<file path="config.mk">
export PLATFORM = sky130hd
export DESIGN_NAME = vga_bin_capture
export DESIGN_NICKNAME = d
export VERILOG_FILES = /design/src/rtl/vga_pkg.sv /design/src/rtl/vga_sync_edge.sv /design/src/rtl/vga_bin_capture.sv
export SDC_FILE = /design/constraint.sdc
export NUM_CORES = 1
export LEC_CHECK = 0
export CAP_MARGIN = 20
export CORE_UTILIZATION = 50
export DETAILED_ROUTE_END_ITERATION = 7
export GPL_TIMING_DRIVEN = 0
export PLACE_DENSITY_LB_ADDON = 0.1
export SETUP_SLACK_MARGIN = 0.4
export SLEW_MARGIN = 20
export SYNTH_ARGS = -nofsm -noshare
export SYNTH_HDL_FRONTEND = slang
export SYNTH_HIERARCHICAL = 1
export SYNTH_SLANG_ARGS = --single-unit
</file>
<file path="constraint.sdc">
create_clock -name iCLK -period 6 [get_ports iCLK]
set_input_delay 1.8 -clock iCLK [delete_from_list [all_inputs] [get_ports iCLK]]
set_output_delay 1.8 -clock iCLK [all_outputs]
set_load 0.005 [all_outputs]
</file>
<file path="src/rtl/vga_pkg.sv">
// Shared definitions for the VGA binary-stream capture path.
//   SYNC_POL_DEF        : default active level of HS/VS (0 = active-low)
//   H_SYNC/H_BACK/...   : 640x480@60 timing, used to derive default window start
//   CNT_W               : width of the line/pixel position counters
//   cap_state_t         : capture FSM encoding
//   ceil_div            : words-per-line helper
package vga_pkg;

  localparam logic SYNC_POL_DEF = 1'b0;

  localparam int H_SYNC = 96;
  localparam int H_BACK = 48;
  localparam int V_SYNC = 2;
  localparam int V_BACK = 33;

  localparam int CNT_W = 12;

  typedef enum logic {
    WAIT_VS = 1'b0,
    CAPTURE = 1'b1
  } cap_state_t;

  function automatic int ceil_div(input int num, input int den);
    return (num + den - 1) / den;
  endfunction

endpackage

</file>
<file path="src/rtl/vga_sync_edge.sv">
// Input register plus leading-edge detector for one sync line.
//   clk     : pixel clock
//   rst     : asynchronous, active-high reset
//   sync_in : raw sync from the stream
//   lead    : high for one cycle when the registered sync enters the POL level
module vga_sync_edge
  import vga_pkg::*;
#(
  parameter bit POL = SYNC_POL_DEF
) (
  input  logic clk,
  input  logic rst,
  input  logic sync_in,
  output logic lead
);

  logic sync_q;
  logic sync_prev;

  // Flops come out of reset at the inactive level, so a sync that is already
  // asserted at release is seen as a fresh leading edge.
  always_ff @(posedge clk or posedge rst) begin
    if (rst) begin
      sync_q    <= ~POL;
      sync_prev <= ~POL;
    end else begin
      sync_q    <= sync_in;
      sync_prev <= sync_q;
    end
  end

  assign lead = (sync_q == POL) && (sync_prev != POL);

endmodule

</file>
<file path="src/rtl/vga_bin_capture.sv">
// Captures a ROW x COL window of a 1-bit VGA pixel stream into a frame RAM,
// DW pixels per word. Pixel position is recovered from HS/VS edges only.
//   iCLK, rst            : pixel clock, async active-high reset
//   iEn                  : capture enable, looked at only on a VS leading edge
//   iVGA_HS/iVGA_VS/iData: incoming stream
//   oWr_en/addr/data     : RAM write port, one word per strobe
//   oBusy                : frame capture in progress
//   oFrame_done          : pulses with the final write of a frame
//   oFrame_err           : pulses when a frame is cut short by a VS edge
//
// state   | meaning
// WAIT_VS | idle, waiting for a VS leading edge with iEn=1
// CAPTURE | packing and writing pixels of the current frame
module vga_bin_capture
  import vga_pkg::*;
#(
  parameter int ROW      = 30,
  parameter int COL      = 30,
  parameter int DW       = 8,
  parameter int H_START  = H_SYNC + H_BACK,
  parameter int V_START  = V_SYNC + V_BACK,
  parameter bit SYNC_POL = SYNC_POL_DEF,
  parameter int AW       = 8
) (
  input  logic          iCLK,
  input  logic          rst,
  input  logic          iEn,
  input  logic          iVGA_HS,
  input  logic          iVGA_VS,
  input  logic          iData,
  output logic          oWr_en,
  output logic [AW-1:0] oWr_addr,
  output logic [DW-1:0] oWr_data,
  output logic          oBusy,
  output logic          oFrame_done,
  output logic          oFrame_err
);

  localparam int WPL = ceil_div(COL, DW);
  localparam int BW  = (DW > 1) ? $clog2(DW) : 1;
  localparam int WW  = $clog2(WPL + 1);

  localparam logic [CNT_W-1:0] H_LO  = CNT_W'(H_START);
  localparam logic [CNT_W-1:0] H_HI  = CNT_W'(H_START + COL);
  localparam logic [CNT_W-1:0] V_LO  = CNT_W'(V_START);
  localparam logic [CNT_W-1:0] V_HI  = CNT_W'(V_START + ROW);
  localparam logic [CNT_W-1:0] X_END = CNT_W'(COL - 1);
  localparam logic [CNT_W-1:0] Y_END = CNT_W'(ROW - 1);

  cap_state_t state;

  logic             hs_lead;
  logic             vs_lead;
  logic             data_q;
  logic [CNT_W-1:0] hcnt_r, hcnt_cur;
  logic [CNT_W-1:0] vcnt_r, vcnt_cur;
  logic [CNT_W-1:0] x, y;
  logic             pix_valid;
  logic             word_end;
  logic             frame_last;
  logic [BW-1:0]    bit_r, bit_cur;
  logic [WW-1:0]    word_r, word_cur;
  logic [DW-1:0]    pack_r, word_out;

  vga_sync_edge #(.POL(SYNC_POL)) u_hs_edge (
    .clk    (iCLK),
    .rst    (rst),
    .sync_in(iVGA_HS),
    .lead   (hs_lead)
  );

  vga_sync_edge #(.POL(SYNC_POL)) u_vs_edge (
    .clk    (iCLK),
    .rst    (rst),
    .sync_in(iVGA_VS),
    .lead   (vs_lead)
  );

  // *_cur is the position of the pixel currently in data_q; it reads 0 in
  // the same cycle the edge is detected, so hcnt lines up with data_q.
  always_comb begin
    hcnt_cur = hcnt_r;
    if (hs_lead)
      hcnt_cur = '0;
    else if (hcnt_r != '1)
      hcnt_cur = hcnt_r + 1'b1;

    vcnt_cur = vcnt_r;
    if (vs_lead)
      vcnt_cur = '0;
    else if (hs_lead && (vcnt_r != '1))
      vcnt_cur = vcnt_r + 1'b1;
  end

  always_ff @(posedge iCLK or posedge rst) begin
    if (rst) begin
      data_q <= 1'b0;
      hcnt_r <= '0;
      vcnt_r <= '0;
    end else begin
      data_q <= iData;
      hcnt_r <= hcnt_cur;
      vcnt_r <= vcnt_cur;
    end
  end

  assign x = hcnt_cur - H_LO;
  assign y = vcnt_cur - V_LO;

  assign pix_valid = (state == CAPTURE) &&
                     (hcnt_cur >= H_LO) && (hcnt_cur < H_HI) &&
                     (vcnt_cur >= V_LO) && (vcnt_cur < V_HI);

  // Bit/word position inside the line, tracked incrementally so no divider
  // is needed; x==0 restarts it even if the previous line was cut short.
  assign bit_cur  = (x == '0) ? '0 : bit_r;
  assign word_cur = (x == '0) ? '0 : word_r;

  assign word_end   = (int'(bit_cur) == DW - 1) || (x == X_END);
  assign frame_last = pix_valid && word_end && (x == X_END) && (y == Y_END);

  // Bits above the current position are forced to 0: covers the short last
  // word and any stale bits left by a truncated line.
  always_comb begin
    word_out = '0;
    for (int k = 0; k < DW; k++) begin
      if (k < int'(bit_cur))
        word_out[k] = pack_r[k];
      else if (k == int'(bit_cur))
        word_out[k] = data_q;
    end
  end

  always_ff @(posedge iCLK or posedge rst) begin
    if (rst) begin
      state       <= WAIT_VS;
      bit_r       <= '0;
      word_r      <= '0;
      pack_r      <= '0;
      oWr_en      <= 1'b0;
      oWr_addr    <= '0;
      oWr_data    <= '0;
      oFrame_done <= 1'b0;
      oFrame_err  <= 1'b0;
    end else begin
      oWr_en      <= 1'b0;
      oFrame_done <= 1'b0;
      oFrame_err  <= 1'b0;
      case (state)
        WAIT_VS: begin
          if (vs_lead && iEn) begin
            state  <= CAPTURE;
            pack_r <= '0;
          end
        end
        CAPTURE: begin
          if (vs_lead) begin
            // Frame cut short: drop the partial word, optionally restart.
            oFrame_err <= 1'b1;
            pack_r     <= '0;
            if (!iEn)
              state <= WAIT_VS;
          end else if (pix_valid) begin
            pack_r <= word_out;
            if (word_end) begin
              oWr_en   <= 1'b1;
              oWr_addr <= AW'(int'(y) * WPL + int'(word_cur));
              oWr_data <= word_out;
              bit_r    <= '0;
              word_r   <= word_cur + 1'b1;
              if (frame_last) begin
                oFrame_done <= 1'b1;
                state       <= WAIT_VS;
              end
            end else begin
              bit_r  <= bit_cur + 1'b1;
              word_r <= word_cur;
            end
          end
        end
        default: state <= WAIT_VS;
      endcase
    end
  end

  assign oBusy = (state == CAPTURE);

endmodule

</file>
### Word-level counts from Yosys, hierarchy flattened

Index checks and enable logic that the tools add are counted.

* register bits: 62
* output and inout port bits: 20
* logic and storage cells: 114

* add/subtract/negate cells: 7
* order comparisons: 11
* equality and inequality tests: 14
* multiplexer cells: 45
* bitwise operators: 4
* reductions and logical operators: 17

Operators with widths (count)
* two-way mux 12 bit: 4
* two-way mux 1 bit: 32
* adder 12 x 1 -> 12 bit (second input constant): 2
* == test 12 x 5 -> 1 bit (second input constant): 2
* inequality test 12 bit (second input constant): 2
* two-way mux 7 bit: 3
* one-hot mux 7 bit (2 select lines): 1
* == test 3 bit (first input constant): 4
* >= comparator 12 x 6 -> 1 bit (second input constant): 1
* >= comparator 12 x 8 -> 1 bit (second input constant): 1
* logical NOT 12 bit: 1
* less-than comparator 12 x 7 -> 1 bit (second input constant): 1
* less-than comparator 12 x 8 -> 1 bit (second input constant): 1
* two-way mux 3 bit: 4
* subtractor 12 x 6 -> 12 bit (second input constant): 1
* subtractor 12 x 8 -> 12 bit (second input constant): 1
* logical AND 1 bit: 11
* less-than comparator 3 bit (first input constant): 3
* adder 8 x 3 -> 8 bit: 1
* adder 3 x 1 -> 3 bit (second input constant): 2
* == test 2 x 3 -> 1 bit (first input constant): 2
* less-than comparator 1 x 3 -> 1 bit (first input constant): 2
* less-than comparator 2 x 3 -> 1 bit (first input constant): 2
* NOT 1 bit: 4
* other kinds (10): 10

### Longest topological paths before layout

* word-level depth: 16
* depth in mapped cells: 19
* mapped depth without buffers: 16

### Modules after synthesis

Netlist, hierarchy kept.

Modules (own cells, without submodules)
* vga_bin_capture: instances 1, cells each 388, area an instance 3703.6 µm²
* vga_sync_edge: instances 2, cells each 4, area an instance 70.1 µm²

### Least setup slack after synthesis

Ideal clock, no wire load.

* path type: register to register
* start point: register hcnt_r[0]
* end point: register oWr_addr[0]
* data arrival time: 4197 ps
* slack: 1676 ps
* cell stages (with the launch flop): 18
* path buffers: 4
* period minus slack after synthesis: 4324 ps
* path through: dfrtp_1 ha_1 nand3_1 nor3_1 mux2_1 or4b_4 or4_4 buf_6 nand2_1 inv_1 ha_1 ha_1 a21o_1 clkbuf_2 and2_1 buf_4 buf_8 mux2_1

* cells in the longest elaborated chain, start to end: 9
* elaborated cells between the ends (all ways): 19

RTL lines
* start: declaration: line vga_bin_capture.sv:55 `logic [CNT_W-1:0] hcnt_r, hcnt_cur;`
* start signal: assignment: line vga_bin_capture.sv:102 `hcnt_r <= hcnt_cur;`
* adder 12 x 1 -> 12 bit or inequality test 12 bit (tied branches): line vga_bin_capture.sv:86, vga_bin_capture.sv:85
* two-way mux 12 bit *: line vga_bin_capture.sv:85 `else if (hcnt_r != '1)`
* two-way mux 12 bit *: line vga_bin_capture.sv:83 `if (hs_lead)`
* parallel branches: the longest is 6 deep, another holds subtractor 12 x 8 -> 12 bit
* end signal: assignment: line vga_bin_capture.sv:167 `oWr_addr <= AW'(int'(y) * WPL + int'(word_cur));`
* end: declaration: line vga_bin_capture.sv:32 `output logic [AW-1:0] oWr_addr,`

Mark *: on every way between the ends.
A chain may end at the register's enable or synchronous reset.

### Final worst setup path

Same ends and word-level chain as after synthesis.

==> flow_metrics.env <==
export IMPL_status="completed"
export IMPL_finalCriticalPeriod_ns=4.833
export IMPL_p_leak_nw=1.982
export IMPL_switching_share=0.2951
export IMPL_grt_pass1_wl_um=14340
export IMPL_post_dp_hpwl_um=6211
export IMPL_htreeDepth=3
export IMPL_pwr_share_seq=0.467
export IMPL_cts_buffers=9
export IMPL_synth_area_um2=3844
export IMPL_hold_viol_final=0
export IMPL_antenna_found_initial=0
export IMPL_syn_instance_count=396
export IMPL_cts_root_buf="clkbuf_8"
export IMPL_p_sw_mw=0.2872
export IMPL_die_width_um=89.68
export IMPL_die_area_um2=8042
export IMPL_final_nets=452
export IMPL_cts_tree="done"
export IMPL_placedCellCount=521
export IMPL_required_ns=6.24
export IMPL_post_cts_resized=0
export IMPL_endpoint_kind="register"
export IMPL_synthTopCellsByArea="dfrtp_1, mux2i_1, ha_1"
export IMPL_nFillCells=610
export IMPL_num_vias=3089
export IMPL_fin_crit_sh=0.8056
export IMPL_slew_headroom=0.5084
export IMPL_area_growth_pct=15.69
export IMPL_dp_slack_ns=1.180
export IMPL_cts_sinks=62
export IMPL_antenna_left=0
export IMPL_yosysWarnings=6
export IMPL_worstMarginPinSlew_ns=0.7329
export IMPL_fin_cells=537
export IMPL_synth_edf_count=0
export IMPL_io_pins=26
export IMPL_max_freq_mhz=206.9
export IMPL_cap_viol_max_count=0
export IMPL_clock_skew_final_ns=0.01366
export IMPL_path_clk_slew_ns=0.08
export IMPL_power_density_nw_per_um2=218.9
export IMPL_synthDistinctLibCells=74
export IMPL_yosysSeqAreaShare=0.4049
export IMPL_rsz0062_at_grt="no"
export IMPL_drt_iter0_drc=162
export IMPL_first_global_vias=2882
export IMPL_clkLatencyLatePin_ns=0.36
export IMPL_comb_power_share=0.141
export IMPL_core_um2=7331
export IMPL_cts_setup_buffers=0
export IMPL_synthArstFlopShare=1.000
export IMPL_arrival_ns=5.07
export IMPL_fp_row_count=31
export IMPL_postCtsHoldBufs=0
export IMPL_setup_ws_ns=1.167
export IMPL_clockBufferDepth=2
export IMPL_min_path_type="reg2reg"
export IMPL_drive_gt1_frac=0.1484
export IMPL_synth_seq_cells=62
export IMPL_power_frac_clock=0.392
export IMPL_fin_tns_setup_ns=0
export IMPL_fp_dieH_um=89.68
export IMPL_initial_core_util=0.5243
export IMPL_cp_start_kind="register"
export IMPL_dr_pass1_iters=5
export IMPL_synth_top_area_frac=0.3776
export IMPL_syn_avg_cell_area_um2=9.706
export IMPL_grt_usage=0.2394
export IMPL_drc=0
export IMPL_critical_path_class="reg2reg"
export IMPL_routed_wl_um=8732
export IMPL_gp_congestion=0.8781
export IMPL_final_util=0.6066
export IMPL_multiInputGateArea_um2=2024
export IMPL_avgViaCountPerCell=5.752
export IMPL_post_drt_wl_per_cell_um=16.26
export IMPL_synth_nets=415
export IMPL_synth_largest_area_cell="dfrtp_1"
export IMPL_drv_slew=0
export IMPL_internal_power_mw=0.6860
export IMPL_port_buffers=25
export IMPL_irDropWorstVdd_mv=0.1653
export IMPL_yosys_most_used_dff="dfrtp_1"
export IMPL_setup_viol=0
export IMPL_seq_area_um2=1556
export IMPL_grt_max_degree=45
export IMPL_crit_path_max_fanout=10
export IMPL_overflow=0
export IMPL_insertedDiodeCount=0
final timing paths:
check,slack [ns],from,cells after the start,to
max,1.17,hcnt_r[0],17,oWr_addr[0]
min,0.38,u_hs_edge/sync_q,0,u_hs_edge/sync_prev
max reg2reg,1.17,hcnt_r[0],17,oWr_addr[0]
min reg2reg,0.38,u_hs_edge/sync_q,0,u_hs_edge/sync_prev
max in group asynchronous,3.74,rst,3,vcnt_r[0]
min in group asynchronous,1.77,rst,2,vcnt_r[10]
cell type report:
| type | instances | area share |
|---|---|---|
| buffer | 19 | 0.03039 |
| clock buffer | 10 | 0.02870 |
| clock inverter | 6 | 0.01604 |
| inverter | 34 | 0.02926 |
| multi-input combinational | 281 | 0.4553 |
| sequential | 62 | 0.3500 |
| tap | 99 | 0.02786 |
| timing repair buffer | 26 | 0.06246 |
sequential cells by signal (all words and copies together) (netlist names), 3 cells and up:
name / count
hcnt_r: 12
vcnt_r: 12
oWr_addr: 8
oWr_data: 8
pack_r: 7
bit_r: 3
word_r: 3
critical path: stages, from the launching register on:
cell      delay [ns]
dfrtp_1         0.44
ha_1            0.25
nand3_1         0.20
nor3_1          0.36
mux2_1          0.41
or4b_4          0.52
or4_4           0.58
buf_6           0.17
nand2_1         0.12
inv_1           0.08
ha_1            0.22
ha_1            0.22
a21o_1          0.17
clkbuf_2        0.19
and2_1          0.19
buf_4           0.15
buf_8           0.15
mux2_1          0.31
cell usage in the layout (no fill, tap or decap), types with 5 or more instances in the layout:
master and instances:
a211oi_1 6, a21oi_1 17, a31oi_1 8, and2_1 7, and3_1 7, and4_1 6
buf_2 5, clkbuf_1 5, clkbuf_8 9, clkdlybuf4s50_1 25, dfrtp_1 58, ha_1 13
inv_1 30, mux2_1 6, mux2i_1 22, nand2_1 32, nand2b_1 6, nand3_1 17
nand4_1 15, nor2_1 20, nor2b_1 6, nor3_1 12, xnor2_1 7
through the flow:
stage / hold WS, ns / total power [mW] / area [um2]
2_1_floorplan: 0.3720 / 0.5590 / 3844
3_3_place_gp: 0.3760 / 0.5930 / 4218
3_5_place_dp: 0.3763 / 0.5989 / 4248
4_1_cts: 0.3814 / 0.9792 / 4447
5_1_grt: 0.3861 / 1.020 / 4447
6_report: 0.3768 / 0.9732 / 4447
metal layers:
metal / track usage / wire, um / vias up
met5: 0 / 0 / -
met3: 0.06307 / 376 / 12
li1: - / - / 1512
met4: 0.07359 / 112 / 0
met2: 0.3740 / 4095 / 82
met1: 0.3262 / 4147 / 1483
synth_stat cells (7+ instances only):
library cell	instances
xnor2_1	7
nor3_1	12
dfrtp_1	58
ha_1	13
nand3_1	17
and3_1	7
a21oi_1	17
inv_1	31
nand2_1	32
nor2_1	20
a31oi_1	8
and2_1	7
nand4_1	15
mux2i_1	22
power groups by stage:
| stage | sequential (mW) | combinational [mW] | clock (mW) |
|---|---|---|---|
| 2_1_floorplan | 0.457 | 0.102 | 0 |
| 3_3_place_gp | 0.461 | 0.132 | 0 |
| 3_5_place_dp | 0.462 | 0.137 | 0 |
| 4_1_cts | 0.454 | 0.138 | 0.387 |
| 5_1_grt | 0.456 | 0.156 | 0.407 |
| 6_report | 0.454 | 0.137 | 0.382 |
kinds of logic (layout without fill, tap and decap cells):
family	Yosys count	count (layout)	share of synthesized area
adders and majority gates	13	13	0.04232
AOI/OAI and AO/OA	73	73	0.1377
xor gates and xnor gates	9	9	0.02051
muxes	31	31	0.08561
and+or+nand+nor	155	155	0.2406
buffers and inverters	53	95	0.06835
DFF	62	62	0.4049
Note: power is estimated with default switching activity, not from simulation.
